<file path="config.mk">
export PLATFORM = sky130hd
export DESIGN_NAME = roboant_world
export DESIGN_NICKNAME = d
export VERILOG_FILES = /design/src/rtl/roboant_world.sv
export SDC_FILE = /design/constraint.sdc
export NUM_CORES = 1
export LEC_CHECK = 0
export ABC_AREA = 1
export CAP_MARGIN = 15
export CORE_UTILIZATION = 48
export CTS_BUF_LIST = sky130_fd_sc_hd__clkbuf_2
export DETAILED_ROUTE_END_ITERATION = 8
export PLACE_DENSITY = 0.67
export SLEW_MARGIN = 40
export SYNTH_ARGS = -nofsm -noshare
export SYNTH_HDL_FRONTEND = slang
export SYNTH_SLANG_ARGS = --single-unit
</file>
<file path="constraint.sdc">
create_clock -name clk -period 6.1 [get_ports clk]
set_input_delay 0.61 -clock clk [delete_from_list [all_inputs] [get_ports clk]]
set_output_delay 0.61 -clock clk [all_outputs]
set_load 0.02 [all_outputs]
</file>
<file path="src/rtl/roboant_world.sv">
// roboant_world: grid/wall environment model that closes the loop around the RoboAnt controller
module roboant_world #(
    parameter int WIDTH = 8,
    parameter int HEIGHT = 8,
    parameter logic [WIDTH*HEIGHT-1:0] WALLS = '0,
    parameter int START_X = 0,
    parameter int START_Y = 0,
    parameter logic [1:0] START_DIR = 2'd0,
    parameter int GOAL_X = WIDTH - 1,
    parameter int GOAL_Y = HEIGHT - 1
) (
    input  logic                      clk,
    input  logic                      rst,
    input  logic                      TL,
    input  logic                      TR,
    input  logic                      F,
    output logic                      L,
    output logic                      R,
    output logic [$clog2(WIDTH)-1:0]  pos_x,
    output logic [$clog2(HEIGHT)-1:0] pos_y,
    output logic [1:0]                heading,
    output logic [15:0]               steps,
    output logic                      bump,
    output logic                      at_goal
);
    localparam int XW = $clog2(WIDTH);
    localparam int YW = $clog2(HEIGHT);

    function automatic int dx(input logic [1:0] d);
        return d == 2'd1 ? 1 : d == 2'd3 ? -1 : 0;
    endfunction

    function automatic int dy(input logic [1:0] d);
        return d == 2'd0 ? 1 : d == 2'd2 ? -1 : 0;
    endfunction

    // Off-grid cells are walls, so the ant can never leave the map.
    function automatic logic wall(input int x, input int y);
        logic [WIDTH*HEIGHT-1:0] m;
        if (x < 0 || x >= WIDTH || y < 0 || y >= HEIGHT) return 1'b1;
        m = WALLS >> (y * WIDTH + x);
        return m[0];
    endfunction

    // Antenna contacts {L, R} for an ant at (x, y) facing h.
    function automatic logic [1:0] sense(input int x, input int y, input logic [1:0] h);
        logic [1:0] hl;
        logic [1:0] hr;
        int ax;
        int ay;
        logic wa;
        hl = h - 2'd1;
        hr = h + 2'd1;
        ax = x + dx(h);
        ay = y + dy(h);
        wa = wall(ax, ay);
        return {wa | wall(ax + dx(hl), ay + dy(hl)), wa | wall(ax + dx(hr), ay + dy(hr))};
    endfunction

    logic       f, tl, tr, blocked, hit_goal;
    int         ax, ay, nx, ny;
    logic [1:0] nh, ns;

    // Decode commands against the current state and derive next position, heading and sensors.
    always_comb begin
        f = F === 1'b1;
        tl = TL === 1'b1;
        tr = TR === 1'b1;
        ax = int'(pos_x) + dx(heading);
        ay = int'(pos_y) + dy(heading);
        blocked = f && wall(ax, ay);
        nx = f && !blocked ? ax : int'(pos_x);
        ny = f && !blocked ? ay : int'(pos_y);
        nh = f ? heading : tl && !tr ? heading - 2'd1 : tr && !tl ? heading + 2'd1 : heading;
        ns = sense(nx, ny, nh);
        hit_goal = (nx == GOAL_X && ny == GOAL_Y) || (int'(pos_x) == GOAL_X && int'(pos_y) == GOAL_Y);
    end

    // World state and registered sensors; sensors track the next-state pose so they match pos/heading.
    always_ff @(posedge clk or posedge rst) begin
        if (rst) begin
            pos_x   <= XW'(START_X);
            pos_y   <= YW'(START_Y);
            heading <= START_DIR;
            steps   <= '0;
            bump    <= 1'b0;
            at_goal <= 1'b0;
            L       <= 1'b0;
            R       <= 1'b0;
        end else begin
            pos_x   <= XW'(nx);
            pos_y   <= YW'(ny);
            heading <= nh;
            steps   <= steps + 16'(f && !blocked && steps != 16'hFFFF);
            bump    <= blocked;
            at_goal <= at_goal | hit_goal;
            L       <= ns[1];
            R       <= ns[0];
        end
    end
endmodule

</file>
==> impl_results.md, run 1 <==
- IO Port Bufs: 32
- Num rows: 61
- HPWL after DPL: 42600 um
- Vias: 18396
- Most used DFF post-synth: dfrtp_1
- Grt ovf: 0
- Share of layout cells above drive strength 1: 0.246
- Gp weighted congestion: 1.06
- Number of DRC markers in iteration 0: between 1500 and 2000
- R2R Setup Slk: -0.41 ns
- CP most frequent cell: buf_4
- Synthesis-to-layout area growth: 37.7%
- Mean Syn Cell Area: 5.53 sq um
- Setup Skew: between 0.07 and 0.08 ns
- Avg WL per Cell: 15.0 um
- Cells after Synth: 2506
- Die extent in x: 172 um
- CP max stage delay: roughly 0.55 ns
- Slew Limit Fails: 0
- Die area: a little under 30000 sq um
- Post-synthesis async set-or-reset flop share: 1.00
- #FFs+latches synth: 28
- Post-layout minimum cycle time: between 6 and 7 ns
- Fin crit share: 1.07
- Clk root buf: clkbuf_2
- Violated checks: setup timing
- Clock sink count: 28
- Critical path type: register to register
- CTS tree: yes
- Worst endpoint required time: between 6 and 7 ns
- Cts bufs inserted: 3
- # IOs: 33
- Finish-stage setup viols: 2
- GRT Util Overall: 0.337
- Worst Path Max Fanout: 5
- Finished Core Util: 0.679
- 1st-pass router iterations: 6
- Worst-Margin Slew: 0.788 ns
- Number of global-route vias before repair: 16743
- Clock buffer depth: 2
- Final Hold Vio Count: 0
- Post-synth cell types: 61
- Htree depth: 1
- Post-Syn Area: 13800 sq um
- Via density: 5.38
- Seq/Total Area, Yosys: 0.0506
- HP Class: primary input to asynchronous set/reset pin
- CP Launch Type: register
- Fmax: approximately 0.15 GHz
- Slew margin rel.: 0.469
- Number of synthesized flops with an enable pin: 0
- Unrepaired setup endpoints after global routing: true
- PnR worst setup slack: -0.407 ns
- Drt total wl: approximately 51000 um
- Placeable Area: 28100 sq um
- Initial Util: 0.493
- Drc violations: 0
- First-pass GRT wire length: between 80000 and 90000 um
- Antenna Nets Post-Route: 0
- Die Ht: 172 um
- Status: finished with violations
- Clk slew on worst S/H paths: approximately 0.42 ns
- CP arrival: 6.97 ns
- Post-layout nets: 3231
- CP max-delay cell: dfrtp_2
- CP Capture Type: register
- Ys Warns: 0
- Largest net degree at the start of global routing: 35
- Initial antenna violation count: 0
- Max Cap Violations: 0
- Clock Latency Late Sink: about 0.5 ns
- Hold_buf cts: 0
critical path: cells and delay by family, from the launching register on:
| kind | cells | cell delay (ns) |
|---|---|---|
| compound gates | 2 | 0.26 |
| fa+ha+maj | 4 | 0.82 |
| simple gates | 18 | 1.83 |
| flops | 1 | 0.55 |
| buf+inv | 25 | 3.10 |
cell usage after synthesis (all sizes together) (2+ instances only):
| cell type | number | share of area |
|---|---|---|
| a211oi | 2 | 0.0011 |
| a21boi | 6 | 0.0035 |
| a21o | 8 | 0.0043 |
| a21oi | 182 | 0.069 |
| a31o | 2 | 0.0013 |
| a31oi | 11 | 0.0050 |
| and2 | 3 | 0.0015 |
| buf | 17 | 0.0084 |
| clkinv | 2 | 0.00063 |
| dfrtp | 28 | 0.051 |
| fa | 8 | 0.012 |
| ha | 174 | 0.16 |
| inv | 358 | 0.097 |
| mux2 | 2 | 0.0016 |
| nand2 | 821 | 0.24 |
| nand3 | 222 | 0.085 |
| nand3b | 23 | 0.012 |
| nand4 | 59 | 0.028 |
| nor2 | 296 | 0.089 |
| nor3 | 35 | 0.014 |
| nor4 | 10 | 0.0050 |
| o211ai | 4 | 0.0022 |
| o21a | 9 | 0.0049 |
| o21ai | 99 | 0.036 |
| o21bai | 15 | 0.0081 |
| o221ai | 2 | 0.0013 |
| o31ai | 4 | 0.0022 |
| or2 | 7 | 0.0032 |
| xnor2 | 30 | 0.019 |
| xor2 | 60 | 0.038 |
sequential cells by signal, summed over array words and instances (netlist names):
name	flops
R	1
L	1
at_goal	1
heading	2
pos_y	3
bump	1
steps	16
pos_x	3
layout make-up:
cell class / count / area (sq um)
multi-input combinational: 2132 / 12500
fill: 2618 / 9030
timing repair buffer: 519 / 4000
inverter: 360 / 1350
sequential: 28 / 703
tap: 378 / 473
clock inverter: 1 / 30.0
clock buffer: 3 / 15.0
antenna: 1 / 2.50
repair_timing:
action                     4_1_cts  5_1_grt
gates resized for setup         62       79
setup endpoints to repair        2        2
buffers inserted                25        6
pin swaps                       15       31
logic make-up (layout without fill, tap and decap cells):
logic type / count (synthesis) / count (layout) / synth area share
adders and majority gates: 182 / 182 / 0.169
buffers and inverters: 377 / 883 / 0.106
other: 1 / 33 / 0.000271
and+or+nand+nor: 1478 / 1478 / 0.473
muxes: 2 / 2 / 0.00163
DFF: 28 / 28 / 0.0506
AOI/OAI and AO/OA: 348 / 348 / 0.142
xor gates and xnor gates: 90 / 90 / 0.0575
path summary, 6_finish.rpt:
kind / to / depth (start not counted) / from
worst min-delay path: steps[15]$_DFF_PP0_ / 3 / rst
worst max-delay path: R$_DFF_PP0_ / 49 / heading[0]$_DFF_PP0_
worst min register to register: steps[15]$_DFF_PP0_ / 1 / steps[15]$_DFF_PP0_
worst max register to register: R$_DFF_PP0_ / 49 / heading[0]$_DFF_PP0_
min in group clk: steps[15]$_DFF_PP0_ / 1 / steps[15]$_DFF_PP0_
max in group asynchronous: heading[0]$_DFF_PP0_ / 3 / rst
per-layer routing:
layer	GRT usage	vias to the layer above	wire length (um)
met5	0	-	0
met4	0.0735	0	1360
met3	0.0212	101	3030
met2	0.578	643	23400
met1	0.461	8420	23600
li1	-	9232	-
cell usage in the layout (no fill, tap or decap), drive strengths merged, types with 32 or more instances in the layout:
cell / Yosys / layout
ha: 174 / 174
o21ai: 99 / 99
inv: 358 / 358
xor2: 60 / 60
nand3: 222 / 222
clkdlybuf4s50: 0 / 32
a21oi: 182 / 182
nand2: 821 / 821
conb: 1 / 32
nand4: 59 / 59
nor2: 296 / 296
buf: 17 / 487
nor3: 35 / 35
metrics by stage:
step / area [sq um] / hold WS (ns) / instances / setup TNS (ns) / setup WS (ns)
floorplan: 14000 / 0.583 / 2537 / -0.0168 / -0.0168
global placement: 18100 / 0.479 / 3386 / -0.878 / -0.444
detailed placement: 18100 / 0.496 / 3386 / -1.14 / -0.570
CTS: 18600 / 0.437 / 3415 / -0.267 / -0.155
global route: 19100 / 0.456 / 3421 / -1.28 / -0.646
finish: 19100 / 0.411 / 3422 / -0.710 / -0.407
Power of run 1 is left out: the tool's default activity adds up to more than one toggle a clock period on the data nets, which glitch-free logic cannot reach.
==> inputs of run 2 (changes only) <==
- DONT_BUFFER_PORTS: unset -> 1
- PLACE_DENSITY: 0.67 -> 0.65
==> run 2 against run 1 <==
  * The flow still finishes with violations (setup timing)
  * Setup slack got worse by 0.015 ns
  * Core utilization up 3.1 points
  * Clock-buffer cell count unchanged
  * Non-clock buffer count down 15
  * Critical endpoint unchanged
==> impl_results.md, run 2 (synthesized netlist as in run 1, its figures left out) <==
- CP Launch Type: register
- Synthesis-to-layout area growth: 43.9%
- GRT Util Overall: 0.346 (+0.00895)
- Max Cap Violations: 0 (unchanged)
- First-pass GRT wire length: 82600 um (+3.0%)
- Htree depth: 1 (unchanged)
- Share of layout cells above drive strength 1: 0.314 (+0.0683)
- Drt total wl: 56600 um (+10%)
- IO Port Bufs: 0 (-100%)
- Slew margin rel.: 0.308 (-0.161)
- Clock sink count: 28 (unchanged)
- Largest Register: steps
- Finished Core Util: 0.709 (+0.0308)
- CTS tree: yes
- Worst-Margin Slew: 1.03 ns (+0.244 ns)
- Clk root buf: clkbuf_2
- Largest regs: steps: 16 flops, pos_x: 3 flops, pos_y: 3 flops
- Violated checks: setup timing
- Worst endpoint required time: 6.55 ns (about the same)
- Post-layout nets: 3216 (-0.46%)
- Cts bufs inserted: 3 (unchanged)
- Initial Util: 0.493 (unchanged)
- Grt ovf: 0 (unchanged)
- CP max-delay cell: dfrtp_2
- Clock buffer depth: 2 (unchanged)
- Avg WL per Cell: 16.6 um (+11%)
- Gp weighted congestion: 0.993 (-6.6%)
- HPWL after DPL: 42000 um (-1.5%)
- Status: finished with violations
- 1st-pass router iterations: 8 (+2)
- CP most frequent cell: nand3_1
- Most frequent cells in the layout: 704 x nand2_1, 492 x buf_4, 315 x inv_1
- Most common cell after layout, fill and taps aside: nand2_1
- Post-layout minimum cycle time: 6.52 ns (+0.0153 ns)
- Finish-stage setup viols: 2 (unchanged)
- Final Hold Vio Count: 0 (unchanged)
- Drc violations: 0 (unchanged)
- Die area: 29500 sq um (unchanged)
- Slew Limit Fails: 0 (unchanged)
- Filler cell count: 2463 (-5.9%)
- CP Capture Type: register
- Initial antenna violation count: 1 (+1)
- Hold_buf cts: 0 (unchanged)
- Die Ht: 172 um (unchanged)
- CP arrival: 6.97 ns (about the same)
- Vias: 19014 (+3.4%)
- Number of global-route vias before repair: 17150 (+2.4%)
- Max reg flops: 16 (unchanged)
- Critical path type: register to register
- Post-Layout Cell Count: 3407 (-0.44%)
- Setup Skew: 0.0603 ns (-0.0176 ns)
- Via density: 5.58 (+3.8%)
- Antenna Nets Post-Route: 0 (unchanged)
- DP Cell Count: 3301 (-2.5%)
- Largest net degree at the start of global routing: 43 (+23%)
- Num rows: 61 (unchanged)
- # IOs: 33 (unchanged)
- Fmax: 0.153 GHz (-0.23%)
- Number of DRC markers in iteration 0: 1865 (+21%)
- Unrepaired setup endpoints after global routing: true
- Worst Path Max Fanout: 5 (unchanged)
- Fin crit share: 1.07 (+0.00250)
- Clock Latency Late Sink: 0.49 ns (about the same)
- Clk slew on worst S/H paths: 0.42 ns (about the same)
- Die extent in x: 172 um (unchanged)
- Setup total negative slack: -0.838 ns (-0.127 ns)
- CP max stage delay: 0.54 ns (about the same)
- HP Class: primary input to asynchronous set/reset pin
- Placeable Area: 28100 sq um (unchanged)
- PnR worst setup slack: -0.423 ns (-0.0153 ns)
==> run 2: cell count changes in the layout (fill, tap and decap cells not counted), sizes merged <==
cell,before,now
clkinv,2,3
clkdlybuf4s50,32,0
inv,358,357
buf,487,504
==> run 2: final timing paths <==
kind	from	endpoint	slack [ns]	cells past startpoint
min in group clk	F	bump$_DFF_PP0_	0.24	2
setup / recovery	heading[0]$_DFF_PP0_	R$_DFF_PP0_	-0.42	43
max in group asynchronous	rst	steps[12]$_DFF_PP0_	5.35	2
hold / removal	rst	at_goal$_DFF_PP0_	0.001	1
hold reg to reg	steps[13]$_DFF_PP0_	steps[13]$_DFF_PP0_	0.68	1
setup reg to reg	heading[0]$_DFF_PP0_	R$_DFF_PP0_	-0.42	43
==> run 2: critical path, delay by kind of cell (launching register included) <==
kind	cells	cell delay, ns
buf+inv	9	1.09
fa+ha+maj	6	1.62
simple gates	24	2.74
flops	1	0.54
xor+xnor	1	0.15
compound gates	3	0.30
==> run 2: what timing repair did <==
item                       4_1_cts  5_1_grt
setup endpoints to repair        2        2
pin swaps                       69      116
buffers inserted                81       21
resized for setup              167      208
==> run 2: area by class of cell <==
type / count / area, sq um / area share
Multi-Input combinational cell: 2132 / 13500 / 0.678
Clock buffer: 3 / 15.0 / 0.000754
Clock inverter: 1 / 30.0 / 0.00151
Sequential cell: 28 / 703 / 0.0353
Inverter: 360 / 1360 / 0.0683
Antenna cell: 1 / 2.50 / 0.000126
Timing Repair Buffer: 504 / 3830 / 0.192
Tap cell: 378 / 473 / 0.0237
==> run 2: routing by layer <==
layer  GRT usage  vias to the layer above  wire length [um]
li1            -                     9193                 -
met4       0.107                        0              2360
met2       0.587                      820             26000
met5           0                        -                 0
met1       0.455                     8784             24300
met3      0.0396                      217              3950
==> run 2: metrics by stage <==
step	setup slack (ns)	hold slack (ns)	instance area, sq um
global route	-0.850	0.00296	19900
detailed placement	-0.698	0.597	17400
finish	-0.423	0.00132	19900
global placement	-0.497	0.602	17400
floorplan	-0.0168	0.583	14000
CTS	-0.124	0.0385	18800
Power of run 2 is left out for the same reason.
